File: src/rtl/mux_pkg.sv
// Shared constants for the N:1 handshake selector family.
package mux_pkg;

    // Selection modes for mux_nx1_hs.
    localparam int MODE_SEL = 0;  // externally steered by sel
    localparam int MODE_RR  = 1;  // round-robin among requesting inputs

    // Largest supported channel count.
    localparam int MAX_N = 16;

endpackage : mux_pkg

File: src/rtl/rr_arbiter.sv
// Combinational round-robin arbiter. Starting just after ptr and wrapping
// modulo N, the first requesting channel wins. The pointer lives in the parent.
module rr_arbiter #(
    parameter  int N     = 4,
    localparam int PTR_W = $clog2(N)
) (
    input  logic [N-1:0]     req,
    input  logic [PTR_W-1:0] ptr,
    input  logic             en,
    output logic [N-1:0]     grant,
    output logic [PTR_W-1:0] grant_idx
);

    logic             found;
    logic [PTR_W-1:0] idx;

    // Scan channels ptr+1 .. ptr+N (mod N) and grant the first requester.
    always_comb begin
        // NOTE: every output and temporary gets a default before any
        // conditional assignment, so no path leaves a value held (no latch).
        grant     = '0;
        grant_idx = '0;
        found     = 1'b0;
        idx       = '0;
        for (int off = 1; off <= N; off++) begin
            idx = PTR_W'((int'(ptr) + off) % N);
            if (en && !found && req[idx]) begin
                grant[idx] = 1'b1;
                grant_idx  = idx;
                found      = 1'b1;
            end
        end
    end

endmodule : rr_arbiter

File: src/rtl/mux_nx1_hs.sv
// N-input, WIDTH-bit registered selector with valid/ready on every input and
// on the output. One cycle of latency, one word per cycle when the consumer
// keeps out_ready high. MODE_SEL steers with sel; MODE_RR arbitrates.
module mux_nx1_hs #(
    parameter  int WIDTH = 32,
    parameter  int N     = 4,
    parameter  int MODE  = 0,
    localparam int SEL_W = $clog2(N)
) (
    input  logic               clk,
    input  logic               rst,
    input  logic [N*WIDTH-1:0] in_data,
    input  logic [N-1:0]       in_valid,
    output logic [N-1:0]       in_ready,
    input  logic [SEL_W-1:0]   sel,
    output logic [WIDTH-1:0]   out_data,
    output logic               out_valid,
    input  logic               out_ready,
    output logic [SEL_W-1:0]   out_src
);

    import mux_pkg::*;

    logic             can_accept;
    logic             in_xfer;
    logic [N-1:0]     grant_sel;
    logic [N-1:0]     grant_rr;
    logic [N-1:0]     grant;
    logic [SEL_W-1:0] idx_rr;
    logic [SEL_W-1:0] grant_idx;
    logic [SEL_W-1:0] rr_ptr;

    // Round-robin candidate; disabled entirely in steered mode.
    rr_arbiter #(.N(N)) u_arb (
        .req       (in_valid),
        .ptr       (rr_ptr),
        .en        (MODE == MODE_RR),
        .grant     (grant_rr),
        .grant_idx (idx_rr)
    );

    // Steered decode: an out-of-range sel (non power-of-2 N) grants nothing.
    always_comb begin
        grant_sel = '0;
        if ((int'(sel) < N) && in_valid[sel]) begin
            grant_sel[sel] = 1'b1;
        end
    end

    // Pick the grant source for the configured mode.
    always_comb begin
        if (MODE == MODE_RR) begin
            grant     = grant_rr;
            grant_idx = idx_rr;
        end else begin
            grant     = grant_sel;
            grant_idx = sel;
        end
    end

    // The register can take a word when empty or draining this cycle;
    // nothing is accepted while reset is held.
    always_comb begin
        can_accept = !rst && (!out_valid || out_ready);
        in_ready   = grant & {N{can_accept}};
        in_xfer    = |in_ready;
    end

    // Output register and round-robin pointer.
    always_ff @(posedge clk or posedge rst) begin
        // NOTE: state updates use non-blocking assignments so every register
        // samples pre-edge values regardless of statement order.
        if (rst) begin
            out_valid <= 1'b0;
            out_data  <= '0;
            out_src   <= '0;
            rr_ptr    <= SEL_W'(N - 1);
        end else begin
            if (in_xfer) begin
                out_data  <= in_data[int'(grant_idx)*WIDTH +: WIDTH];
                out_src   <= grant_idx;
                out_valid <= 1'b1;
                if (MODE == MODE_RR) begin
                    rr_ptr <= grant_idx;
                end
            end else if (out_ready) begin
                out_valid <= 1'b0;
            end
        end
    end

endmodule : mux_nx1_hs

File: config.mk
export PLATFORM = sky130hd
export DESIGN_NAME = mux_nx1_hs
export DESIGN_NICKNAME = d
export VERILOG_FILES = /design/src/rtl/mux_pkg.sv /design/src/rtl/rr_arbiter.sv /design/src/rtl/mux_nx1_hs.sv
export SDC_FILE = /design/constraint.sdc
export NUM_CORES = 1
export LEC_CHECK = 0
export BUFFER_PORTS_ARGS = -buffer_cell sky130_fd_sc_hd__buf_2
export CAP_MARGIN = 20
export CORE_UTILIZATION = 41
export CTS_CLUSTER_SIZE = 24
export DETAILED_ROUTE_END_ITERATION = 8
export GPL_ROUTABILITY_DRIVEN = 0
export PLACE_DENSITY = 0.82
export SYNTH_ARGS = -nofsm -noshare
export SYNTH_HDL_FRONTEND = slang
export SYNTH_HIERARCHICAL = 1
export SYNTH_SLANG_ARGS = --single-unit
export TNS_END_PERCENT = 1
File: constraint.sdc
create_clock -name clk -period 2.6 [get_ports clk]
set_input_delay 0.52 -clock clk [delete_from_list [all_inputs] [get_ports clk]]
set_output_delay 0.52 -clock clk [all_outputs]
set_load 0.03 [all_outputs]
==> flow_metrics.tcl <==
set metrics [dict create \
    status "finished, final reports clean" \
    cts_tree "done" \
    hold_buffers 0 \
    synth_largest_area_cell "dfrtp_1" \
    hold_violations 0 \
    ir_drop_mv 0.334 \
    slowest_stage "buf_4" \
    die_width_um 77.4 \
    timing.final.crit_period_ns 2.03 \
    period_share 0.782 \
    grt_pass1_wl_mm 10.1 \
    wire_per_inst_um 16.4 \
    drt_iter0_drc 51 \
    netlist-cell-type-count 23 \
    dp.cells 374 \
    cp.arrival_ns 1.51 \
    crit_required_ns 2.08 \
    syn_area_um2 2330 \
    grt.total_usage 0.222 \
    grt_overflow 0 \
    clk_latency_ns 0.27 \
    ios 176 \
    p_seq_frac 0.360 \
    path_class "input port to primary output" \
    ys_seq_area_frac 0.376 \
    switching_share 0.371 \
    synth-warning-count 6 \
    cts_made_buffers 5 \
    multi_input_area_um2 1340 \
    worst_slew_pin_slew_ns 0.388 \
    p_switching_w 0.000809 \
    design_area_um2 3340 \
    wl_mm 6.24 \
    cts_sinks 35 \
    cp-end-kind "primary output" \
    hold_class "input port to async pin" \
    setup_violations 0 \
    ant_nets 0 \
    setup_tns_ns 0 \
    fill_cells 441 \
    seq_area_um2 876 \
    syn_avg_cell_area_um2 17.9 \
    crit_chain "buf_2 > buf_4 > inv_1 > nand3_1 > nor3b_1 > buf_2" \
    die_area_um2 5990 \
    worst_slew_margin_rel 0.741 \
    crit_buf_inv 4 \
    finalNonFillerCells 381 \
    cts_max_path_buffers 2 \
    p_int_w 0.00137 \
    start_kind "input port" \
    p_per_area_nw_per_um2 652 \
    final_nets 446 \
    final_max_slew_viol_count 0 \
    p_comb_frac 0.465 \
    first_pass_iters 6 \
    core_area_um2 5510 \
    cts_root_buf "clkbuf_8" \
    synth.area.top_cells "dfrtp_1 38%, mux4_2 31%, mux2_4 19%, buf_12 2.6%, mux2_2 2.4%" \
    clk_pin_slew_ns 0.07 \
    vias 1956 \
    synth-seq-cells 35 \
    row_count 27 \
    cp_slowest_stage_delay_ns 0.25 \
    max_freq_mhz 492 \
    crit_path_frequent_cell "buf_2" \
    syn_nets 267 \
    p_leak_nw 1.74 \
    hpwl_mm 5.24 \
    h-tree-depth 2 \
    drcViolationCount 0 \
    drive_above_1_share 0.835 \
    port_buffers 175 \
    final_core_util 0.607 \
    skew_ns 0.00896 \
    maxCapViolCount 0 \
    pwr-share-clk 0.175 \
    rsz0062_at_grt "false" \
    cts_resized 0 \
    placedInstanceArea_um2 3260 \
    syn_inst 130 \
    syn_to_final_growth_pct 43.5 \
    cp_max_fo 22 \
    drt-vias-per-instance 5.13 \
    num_antenna_cells 0 \
    critical_path.top_delay_family "buffers and inverters" \
    first_global_vias 2135 \
    yosysTopAreaCellShare 0.376 \
    start_util 0.423 \
    die_h_um 77.4 \
    post-cts-setup-buffer-count 0 \
    grt_max_degree 23 \
    antenna_found_initial 0 \
]
worst register-to-register path: cells and delay by family (launching register included):
kind / cells / cell delay (ns)
buf+inv: 1 / 0.32
flops: 1 / 0.37
mux: 1 / 0.38
simple gates: 2 / 0.28
cell usage after synthesis:
cell type,n
nand2b_1,1
buf_2,5
and4b_1,1
a31oi_1,1
buf_6,1
mux4_1,1
mux2_2,5
and4_1,1
nor3b_1,1
mux2_4,29
nor2b_1,1
buf_12,3
nand3_4,1
o21ai_0,1
nand2_1,2
o31ai_1,1
mux4_2,32
inv_1,2
clkbuf_1,2
nor2_1,2
dfrtp_1,35
mux2i_1,1
nand3_1,1
flip-flops by register name (all words and copies together) (netlist names):
| name | count |
|---|---|
| out_valid | 1 |
| out_src | 2 |
| out_data | 32 |
power by group through the flow:
stage,Combinational (W),Clock (W),Sequential (W)
2_1_floorplan,0.000393,0,0.00110
3_3_place_gp,0.000998,0,0.000791
4_1_cts,0.00102,0.000393,0.000786
6_report,0.00101,0.000382,0.000786
3_5_place_dp,0.00102,0,0.000794
5_1_grt,0.00107,0.000417,0.000803
layout make-up:
cell class / instances / share of cell area
clock buffers: 6 / 0.0247
clock inverters: 1 / 0.00150
inverters: 2 / 0.00337
multi-input cells: 82 / 0.402
flip-flops and latches: 35 / 0.262
well taps: 72 / 0.0269
repair buffers: 183 / 0.280
cell usage in the layout (no fill, tap or decap), drive strengths merged, types with 2 or more instances in the layout:
| master | synthesis | routed |
|---|---|---|
| buf | 9 | 183 |
| clkbuf | 2 | 6 |
| dfrtp | 35 | 35 |
| mux2 | 34 | 34 |
| mux4 | 33 | 33 |
| nand2 | 2 | 2 |
| nand3 | 2 | 2 |
| nor2 | 2 | 2 |
stage by stage:
stage	hold WS (ns)	worst slack [ns]	total power [W]
5_1_grt	0.138	0.487	0.00229
3_5_place_dp	0.434	0.495	0.00182
6_report	0.140	0.567	0.00218
3_3_place_gp	0.433	0.520	0.00179
4_1_cts	0.131	0.548	0.00220
2_1_floorplan	0.491	0.188	0.00149
layer usage:
metal,GRT usage,share of wire
met5,0,0
met4,0.0868,0.015
met1,0.241,0.37
met3,0.0494,0.069
met2,0.415,0.55
logic make-up after synthesis:
kind of cell	after synthesis	synth area share
flops	35	0.376
buf+inv	13	0.0478
mux	68	0.536
compound gates	3	0.00805
simple gates	11	0.0328
worst paths after layout:
| kind | startpoint | end | slack [ns] | depth (start not counted) |
|---|---|---|---|---|
| min in group clk | out_data[23] | out_data[23] | 0.50 | 1 |
| hold reg to reg | out_data[23] | out_data[23] | 0.50 | 1 |
| setup reg to reg | out_valid | out_data[26] | 1.14 | 4 |
| hold / removal | rst | out_data[25] | 0.14 | 2 |
| max in group asynchronous | rst | out_data[13] | 1.98 | 3 |
| setup / recovery | sel[0] | in_ready[0] | 0.57 | 6 |
(Power assumes the default switching activity.)
